<file path="src/rtl/alu_arbiter.sv">
// alu_arbiter: two-requester round-robin front end for the shared multi-cycle
// CPU ALU. Accepts one op at a time, holds its operands on the ALU for a full
// cycle, captures the result and strobes it back to the requester that owns it.
//
// state | meaning
// IDLE  | no op in flight, ready to accept
// EXEC  | operands on the ALU, result settling
// RESP  | result registered, owner strobed, may accept the next op
module alu_arbiter #(
    parameter int WIDTH = 32,
    parameter int OPW   = 3
) (
    input  logic             clk,
    input  logic             rst_n,
    input  logic             req_valid_0,
    input  logic             req_valid_1,
    output logic             req_ready_0,
    output logic             req_ready_1,
    input  logic [WIDTH-1:0] req_a_0,
    input  logic [WIDTH-1:0] req_b_0,
    input  logic [WIDTH-1:0] req_a_1,
    input  logic [WIDTH-1:0] req_b_1,
    input  logic [OPW-1:0]   req_op_0,
    input  logic [OPW-1:0]   req_op_1,
    output logic [WIDTH-1:0] alu_a,
    output logic [WIDTH-1:0] alu_b,
    output logic [OPW-1:0]   alu_op,
    input  logic [WIDTH-1:0] alu_c,
    input  logic             alu_zero,
    output logic             rsp_valid_0,
    output logic             rsp_valid_1,
    output logic [WIDTH-1:0] rsp_c,
    output logic             rsp_zero,
    output logic             busy
);

    typedef enum logic [1:0] {
        IDLE = 2'd0,
        EXEC = 2'd1,
        RESP = 2'd2
    } state_t;

    state_t           state;
    state_t           state_nxt;
    logic             prio;
    logic             winner;
    logic             can_accept;
    logic             accept;
    logic             owner;
    logic [WIDTH-1:0] a_q;
    logic [WIDTH-1:0] b_q;
    logic [OPW-1:0]   op_q;
    logic [WIDTH-1:0] c_q;
    logic             zero_q;

    // Pick the winner: a lone valid wins outright, a tie goes to prio.
    // With nothing valid the winner is just prio; no accept can happen then.
    always_comb begin
        winner = prio;
        if (req_valid_0 && !req_valid_1) begin
            winner = 1'b0;
        end else if (req_valid_1 && !req_valid_0) begin
            winner = 1'b1;
        end
        can_accept = (state == IDLE) || (state == RESP);
        accept     = can_accept && (winner ? req_valid_1 : req_valid_0);
    end

    // Next-state and decoded outputs.
    always_comb begin
        state_nxt   = state;
        req_ready_0 = 1'b0;
        req_ready_1 = 1'b0;
        rsp_valid_0 = 1'b0;
        rsp_valid_1 = 1'b0;
        busy        = 1'b0;
        case (state)
            IDLE: begin
                req_ready_0 = !winner;
                req_ready_1 = winner;
                if (accept) begin
                    state_nxt = EXEC;
                end
            end
            EXEC: begin
                busy      = 1'b1;
                state_nxt = RESP;
            end
            RESP: begin
                req_ready_0 = !winner;
                req_ready_1 = winner;
                rsp_valid_0 = !owner;
                rsp_valid_1 = owner;
                state_nxt   = accept ? EXEC : IDLE;
            end
            default: begin
                state_nxt = IDLE;
            end
        endcase
    end

    // State register.
    always_ff @(posedge clk or negedge rst_n) begin
        if (!rst_n) begin
            state <= IDLE;
        end else begin
            state <= state_nxt;
        end
    end

    // Register the winner's operands and flip priority to the loser on accept.
    always_ff @(posedge clk or negedge rst_n) begin
        if (!rst_n) begin
            a_q   <= '0;
            b_q   <= '0;
            op_q  <= '0;
            owner <= 1'b0;
            prio  <= 1'b0;
        end else if (accept) begin
            a_q   <= winner ? req_a_1  : req_a_0;
            b_q   <= winner ? req_b_1  : req_b_0;
            op_q  <= winner ? req_op_1 : req_op_0;
            owner <= winner;
            prio  <= !winner;
        end
    end

    // Capture the ALU result at the end of EXEC; it holds until the next op.
    always_ff @(posedge clk or negedge rst_n) begin
        if (!rst_n) begin
            c_q    <= '0;
            zero_q <= 1'b0;
        end else if (state == EXEC) begin
            c_q    <= alu_c;
            zero_q <= alu_zero;
        end
    end

    assign alu_a    = a_q;
    assign alu_b    = b_q;
    assign alu_op   = op_q;
    assign rsp_c    = c_q;
    assign rsp_zero = zero_q;

endmodule

</file>
<file path="config.mk">
export PLATFORM = sky130hd
export DESIGN_NAME = alu_arbiter
export DESIGN_NICKNAME = d
export VERILOG_FILES = /design/src/rtl/alu_arbiter.sv
export SDC_FILE = /design/constraint.sdc
export NUM_CORES = 1
export LEC_CHECK = 0
export BUFFER_PORTS_ARGS = -buffer_cell sky130_fd_sc_hd__buf_4
export CAP_MARGIN = 20
export CORE_ASPECT_RATIO = 0.8
export CORE_MARGIN = 5
export CORE_UTILIZATION = 38
export CTS_CLUSTER_SIZE = 25
export DETAILED_ROUTE_END_ITERATION = 8
export PLACE_DENSITY = 0.8
export SKIP_CTS_REPAIR_TIMING = 1
export SYNTH_ARGS = -nofsm -noshare
export SYNTH_HDL_FRONTEND = slang
export SYNTH_SLANG_ARGS = --single-unit
</file>
<file path="constraint.sdc">
create_clock -name clk -period 1.8 [get_ports clk]
set_input_delay 0.36 -clock clk [delete_from_list [all_inputs] [get_ports clk]]
set_output_delay 0.36 -clock clk [all_outputs]
set_load 0.02 [all_outputs]
</file>
# Yosys cells after proc, flatten, opt, wreduce, memory -nomap -nowiden
# Cells that the tools add are included.
classes:
  reduce_logical: 10
  n_mux: 14
  n_eq_ne: 3
op_table:
  columns: ["cell", "n"]
  rows:
  - ["$mux 32", 2]
  - ["$mux 1", 9]
  - ["$pmux 2 s3", 1]
  - ["$logic_not 1->1", 4]
  - ["$logic_and 1x1->1", 3]
  - ["$mux 3", 1]
  - ["$eq 2x1->1 const B", 1]
  - ["$eq 2x2->1 const B", 1]
  - ["$logic_not 2->1", 1]
  - ["$mux 2", 1]
  - ["$ne 2x2->1 const B", 1]
  - ["$reduce_or 2->1", 1]
  - ["$logic_or 1x1->1", 1]
word_totals:
  word_cells: 35
  inputBits: 171
  register_bits: 104

# Logic depth before layout (Yosys ltp)
# Gate-level depths: netlist (run 1).
logic_depth:
  ltp_word: 8
  depth_mapped: 5
  mapped_depth_nobuf: 3

# Worst setup path before layout (run 1)
# No wires, ideal clock.
synth_path:
  kind: "register -> output"
  from: "register prio"
  to: "output req_ready_0"
  arrival_ps: 1048
  slack_ps: 392
  stages_incl_launch_ff: 3
  cell_sequence: "dfrtp_1 > maj3_1 > nor2_1"
synth_between:
  elab_chain_cells: 4
synth_lines:
  columns: ["element", "line_no", "text"]
  rows:
  - ["start, declared", "45", "logic prio;"]
  - ["start signal, assigned", "124", "prio <= !winner;"]
  - ["$mux 1", "62", "end else if (req_valid_1 && !req_valid_0) begin"]
  - ["$mux 1", "60", "if (req_valid_0 && !req_valid_1) begin"]
  - ["$logic_not 1->1", "79, 90", null]
  - ["$mux 1", null, null]
  - ["end, declared", "17", "output logic req_ready_0,"]
# Every way passes these cells.

# Worst setup path after layout (run 1)
layout_path:
  from: "register prio"
  to: "output req_ready_1"
layout_between:
  elab_chain_cells: 3
layout_lines:
  columns: ["element", "line_no", "text"]
  rows:
  - ["$mux 1", "62", null]
  - ["$mux 1", "60", null]
  - ["$mux 1", "77", "case (state)"]
  - ["end, declared", "18", "output logic req_ready_1,"]
# Every way passes these cells.

==> summary.txt, run 1 <==
Clock network
  – Clock buffer count from CTS: 9
  – CTS clk-pin slew, worst paths: 0.07 ns
  – CTS H-Tree Depth: 3
  – Clk sink count: 104
  – Worst-Skew Late Latency: 0.33 ns
  – CTS Root Cell: clkbuf_16
  – CTS max path bufs: 2
  – TritonCTS clock tree: built

Global route
  – First-pass GRT wire length: 21600 um
  – Vias in the first global route: 4052
  – Total gr overflow: 0
  – Largest net degree at the start of global routing: 105
  – Antenna violations before repair: 0
  – GRT Overall Usage: 20.0%

Power
  – Tot Pwr: 8.15 mW
  – Pleak: 3.35 nW
  – Peak VDD IR: 475 uV
  – Internal power: 5.52 mW
  – Share of total power in sequential cells: 39.3%
  – Logic gate share of total power: 36.9%
  – Power per cell area: 1190 nW/um2
  – Clock network fraction of total power: 23.8%
  – Sw frac: 32.3%
  – Switch Pwr: 2.64 mW

STA
  – Clock Skews: 0.0113 ns
  – Max-slew violations: 0
  – Worst slew margin relative to its limit: 60.7%
  – Setup TNS Final: 0 ns
  – Hold slack: 0.0566 ns
  – Crit share post-route: 96.5%
  – Max frequency: 0.576 GHz
  – Worst Tran Pin Value: 0.590 ns
  – Setup ws final: 0.0633 ns
  – RSZ-0062 raised after global routing: no
  – Period minus WS final: 1.74 ns
  – Hold Violations, Final: 0
  – Final setup viols: 0

Final layout
  – ANT cells: 0
  – Layout cell share with drive strength beyond 1: 58.1%
  – Final Cell Area: 6860 um2
  – Non-Filler Instances: 731
  – Commonest non-fill, non-tap cell in the layout: buf_4
  – Post-layout net count: 754
  – Area Growth Syn to Fin: 59.2%
  – Filler cell count: 865
  – Commonest non-fill, non-tap cells in the layout: 280 x buf_4, 102 x dfrtp_1, 67 x a221o_1, 37 x and2_0, 33 x mux2_2
  – Layout Utilization: 62.5%

Logic synthesis
  – YS warnings: 0
  – Synth area leaders: dfrtp_1 60%, a221o_1 16%, mux2_2 8.6%
  – Netlist Area Pre-Place: 4310 um2
  – Mapped Cells: 311
  – Netlist cell types: 21
  – Avg Inst Size Synth: 13.9 um2
  – Synth Net Count: 482
  – Sequential share of the synthesized area: 60.4%
  – Seq cells post-synth: 104
  – Post-synth top area cell: dfrtp_1
  – Synth top area share: 60.4%

Flow run
  – Max-Cap Viols: 0

Setup path
  – Worst setup EP type: output pin
  – Biggest cell delay along the critical path: 0.43 ns
  – Crit path arrival time: 1.38 ns
  – Critical-path cell list: maj3_2 > and2_1 > buf_4
  – Worst endpoint required time: 1.44 ns
  – Startpoint types: register
  – CP max-delay cell: dfrtp_2
  – Crit-path max FO: 3
  – Crit Path Category: reg2out

Detailed routing
  – Initial DRC Count: 186
  – Post-DR wirelength/cell: 19.0 um
  – Total Wirelength: 13900 um
  – Residual DRC count: 0
  – Antenna Nets Post-Route: 0
  – DR vias/cell: 5.14
  – Via count: 3755
  – First drt pass iteration count: 6

Floorplan
  – Initial Util: 39.3%
  – Io pins: 276
  – Die W: 129 um
  – Die ar.: 13600 um2
  – Die Y: 105 um
  – Core ar.: 11000 um2
  – # rows: 34

Place
  – Placed Cells: 714
  – Post-DP Area: 6540 um2
  – IO Port Bufs: 275
  – Placer Congestion: 0.836
  – DP HPWL: 10600 um
  – Dpl ws: 0.244 ns

Hold path
  – Path category of the worst min-delay check: in2async

Run status
  – Status: completed
cells by family (layout without fill, tap and decap cells):
group / after synthesis / in the layout / share of synthesized area (%)
adders and majority gates: 1 / 1 / 0.232
AOI/OAI and AO/OA: 72 / 72 / 16.6
DFF: 104 / 104 / 60.4
muxes: 33 / 33 / 8.62
buffers and inverters: 27 / 303 / 3.54
and+or+nand+nor: 74 / 74 / 10.6
worst paths after layout:
path	start	to	slack, ns	cells past startpoint
min reg2reg	state[1]$_DFFE_PN0P_	state[1]$_DFFE_PN0P_	0.51	1
max reg2reg	prio$_DFFE_PN0P_	alu_a[29]$_DFFE_PN0P_	0.23	4
min in group clk	req_b_0[6]	alu_b[6]$_DFFE_PN0P_	0.25	2
min	rst_n	alu_a[24]$_DFFE_PN0P_	0.06	2
max in group asynchronous	rst_n	alu_b[31]$_DFFE_PN0P_	1.26	2
max	prio$_DFFE_PN0P_	req_ready_1	0.06	3
cell usage after synthesis, drive strengths merged:
cell,number
dfrtp,104
and2,68
a221o,67
mux2,33
buf,16
clkbuf,8
nor2,4
inv,3
a211oi,1
a21o,1
a21oi,1
and3,1
maj3,1
nor3b,1
o211a,1
o21bai,1
flip-flops by register name, summed over array words and instances, names as in the netlist:
name,flops
alu_a,32
owner,1
prio,1
rsp_zero,1
state,2
alu_b,32
rsp_c,32
alu_op,3
critical path, delay by kind of cell, from the launching register on:
family / cells / cell delay [ns]
buffers and inverters: 1 / 0.15
flip-flops: 1 / 0.43
AND/OR/NAND/NOR: 1 / 0.15
adder cells (fa/ha/maj): 1 / 0.32
layer usage:
| metal | wire [um] | GRT usage, % |
|---|---|---|
| met1 | 5250 | 24.3 |
| met2 | 7050 | 34.7 |
| met3 | 1210 | 5.41 |
| met4 | 375 | 6.07 |
| met5 | 0 | 0 |
cell type report:
class	instances	area [um2]	share of cell area [%]
clock buffers	11	243	3.54
clock inverters	4	55.1	0.802
inverters	3	11.3	0.164
multi-input cells	180	1580	23.0
flip-flops and latches	104	2610	38.0
well taps	144	180	2.62
repair buffers	285	2190	32.0
power by group through the flow:
stage	Combinational (mW)	Sequential, mW	Clock, mW
after floorplan	0.875	3.85	0
after global placement	2.96	3.22	0
after CTS	3.03	3.21	1.99
final	3.01	3.20	1.94
after detailed placement	3.03	3.24	0
after global routing	3.21	3.29	2.08
Power figures use the tool's default switching activity.
==> run 2: changes to the inputs <==
==> constraint.sdc (replaced) <==
create_clock -name clk -period 2.1 [get_ports clk]
set_input_delay 0.42 -clock clk [delete_from_list [all_inputs] [get_ports clk]]
set_output_delay 0.42 -clock clk [all_outputs]
set_load 0.02 [all_outputs]
==> run 2 against run 1 <==
Effect of this change: wire length decreased by 0.40%; count of clock-buffer cells in the layout is 1 higher; utilization is 0.16 points lower; worst hold slack got worse by 0.021 ns; die area unchanged; power is 14% lower; flip-flop and latch count did not move; critical path type unchanged; largest cell class unchanged; highest routed layer unchanged.
==> summary.txt, run 2 (synthesized netlist as in run 1, its figures left out) <==
Final layout
  – Area Growth Syn to Fin: 58.8%
  – Layout cell share with drive strength beyond 1: 57.4%
  – Final Cell Area: 6850 um2
  – ANT cells: 0
  – Post-layout net count: 753
  – Filler cell count: 878
  – Commonest non-fill, non-tap cells in the layout: 280 x buf_4, 104 x dfrtp_1, 67 x a221o_1, 37 x and2_0, 33 x mux2_2
  – Commonest non-fill, non-tap cell in the layout: buf_4

Place
  – Post-DP Area: 6550 um2
  – Placer Congestion: 0.841
  – DP HPWL: 10700 um
  – IO Port Bufs: 275

Setup path
  – Critical-path cell list: inv_2 > nor2_2 > buf_12 > buf_4
  – Biggest cell delay along the critical path: 0.49 ns
  – Crit-path max FO: 34
  – Crit path arrival time: 1.50 ns
  – Startpoint types: register
  – Critical path launch point: state[0]$_DFFE_PN0P_
  – Buffer and inverter count on the worst path: 3
  – CP max-delay cell: dfrtp_1
  – Worst setup EP type: output pin
  – Crit Path Category: reg2out
  – Reg2reg start: state[0]$_DFFE_PN0P_
  – Family with the most delay on the worst path: buffers and inverters
  – Worst endpoint required time: 1.68 ns

Global route
  – Largest net degree at the start of global routing: 54
  – Busiest grt layer: met2
  – Total gr overflow: 0
  – Met3 Use GR: 5.97%
  – First-pass GRT wire length: 21600 um
  – Antenna violations before repair: 0
  – Vias in the first global route: 4108
  – Met2 usage: 35.1%
  – Met1 Use GR: 23.9%
  – GRT Overall Usage: 20.0%

Power
  – Tot Pwr: 6.98 mW
  – Power per cell area: 1020 nW/um2
  – Peak VDD IR: 433 uV
  – Pleak: 3.34 nW

Floorplan
  – Io pins: 276
  – Die Y: 105 um
  – # rows: 34
  – Die W: 129 um
  – Die ar.: 13600 um2
  – Core ar.: 11000 um2
  – Initial Util: 39.3%

Run status
  – Status: completed

Detailed routing
  – Post-DR wirelength/cell: 18.9 um
  – Antenna Nets Post-Route: 0
  – Total Wirelength: 13800 um
  – Residual DRC count: 0
  – Initial DRC Count: 141
  – First drt pass iteration count: 4
  – DR vias/cell: 5.11
  – Via count: 3738

STA
  – Crit share post-route: 91.5%
  – Setup TNS Final: 0 ns
  – RSZ-0062 raised after global routing: no
  – Worst slew margin relative to its limit: 67.9%
  – Worst Tran Pin Value: 0.482 ns
  – Max-slew violations: 0
  – Period minus WS final: 1.92 ns
  – Clock Skews: 0.00608 ns
  – Max frequency: 0.520 GHz
  – Final setup viols: 0
  – Hold Violations, Final: 0

Clock network
  – CTS clk-pin slew, worst paths: 0.07 ns
  – Clk sink count: 104
  – TritonCTS clock tree: built
  – CTS H-Tree Depth: 3
  – CTS Root Cell: clkbuf_16
  – Clock buffer count from CTS: 9
  – Worst-Skew Late Latency: 0.33 ns
  – CTS max path bufs: 2

Flow run
  – Max-Cap Viols: 0

Hold path
  – Path category of the worst min-delay check: in2async
==> run 2: changes by cell type in the layout (fill, tap and decap cells not counted) <==
cell	previous run	this run
dfrtp_2	2	0
clkinv_4	2	1
buf_6	1	0
nor2_4	1	0
maj3_2	1	0
nor2_2	0	1
maj3_1	0	1
dfrtp_1	102	104
clkinvlp_4	1	2
clkbuf_1	1	2
==> run 2: worst paths after layout <==
path	end	slack (ns)	depth (start not counted)
worst max-delay path	busy	0.18	4
min in group clk	alu_b[7]$_DFFE_PN0P_	0.31	2
worst min register to register	state[1]$_DFFE_PN0P_	0.50	1
max in group asynchronous	alu_op[0]$_DFFE_PN0P_	1.48	2
worst max register to register	alu_b[18]$_DFFE_PN0P_	0.56	4
worst min-delay path	rsp_c[27]$_DFFE_PN0P_	0.04	1
==> run 2: stage by stage <==
stage	setup slack [ns]	std cells	utilization, %	hold slack (ns)
finish	0.177	731	62.4	0.0358
floorplan	0.609	311	-	0.124
global placement	0.448	715	59.6	0.410
CTS	0.161	731	62.4	0.0525
global route	0.0918	731	62.4	0.0731
detailed placement	0.433	715	59.6	0.417
==> run 2: per-layer routing <==
metal / routed length, um / share of wire (%)
met1: 5280 / 38
met2: 7020 / 51
met3: 1270 / 9.2
met4: 258 / 1.9
met5: 0 / 0
==> run 2: where the power goes <==
part	internal (mW)	switching, mW
clock	0.961	0.712
sequential	2.47	0.267
combinational	1.28	1.28
==> run 2: cell type report <==
type / count / area, um2 / share of cell area (%)
inverter: 3 / 11.3 / 0.164
clock buffer: 12 / 246 / 3.60
timing repair buffer: 284 / 2180 / 31.9
multi-input combinational: 180 / 1570 / 22.9
clock inverter: 4 / 53.8 / 0.786
sequential: 104 / 2600 / 38.0
tap: 144 / 180 / 2.63
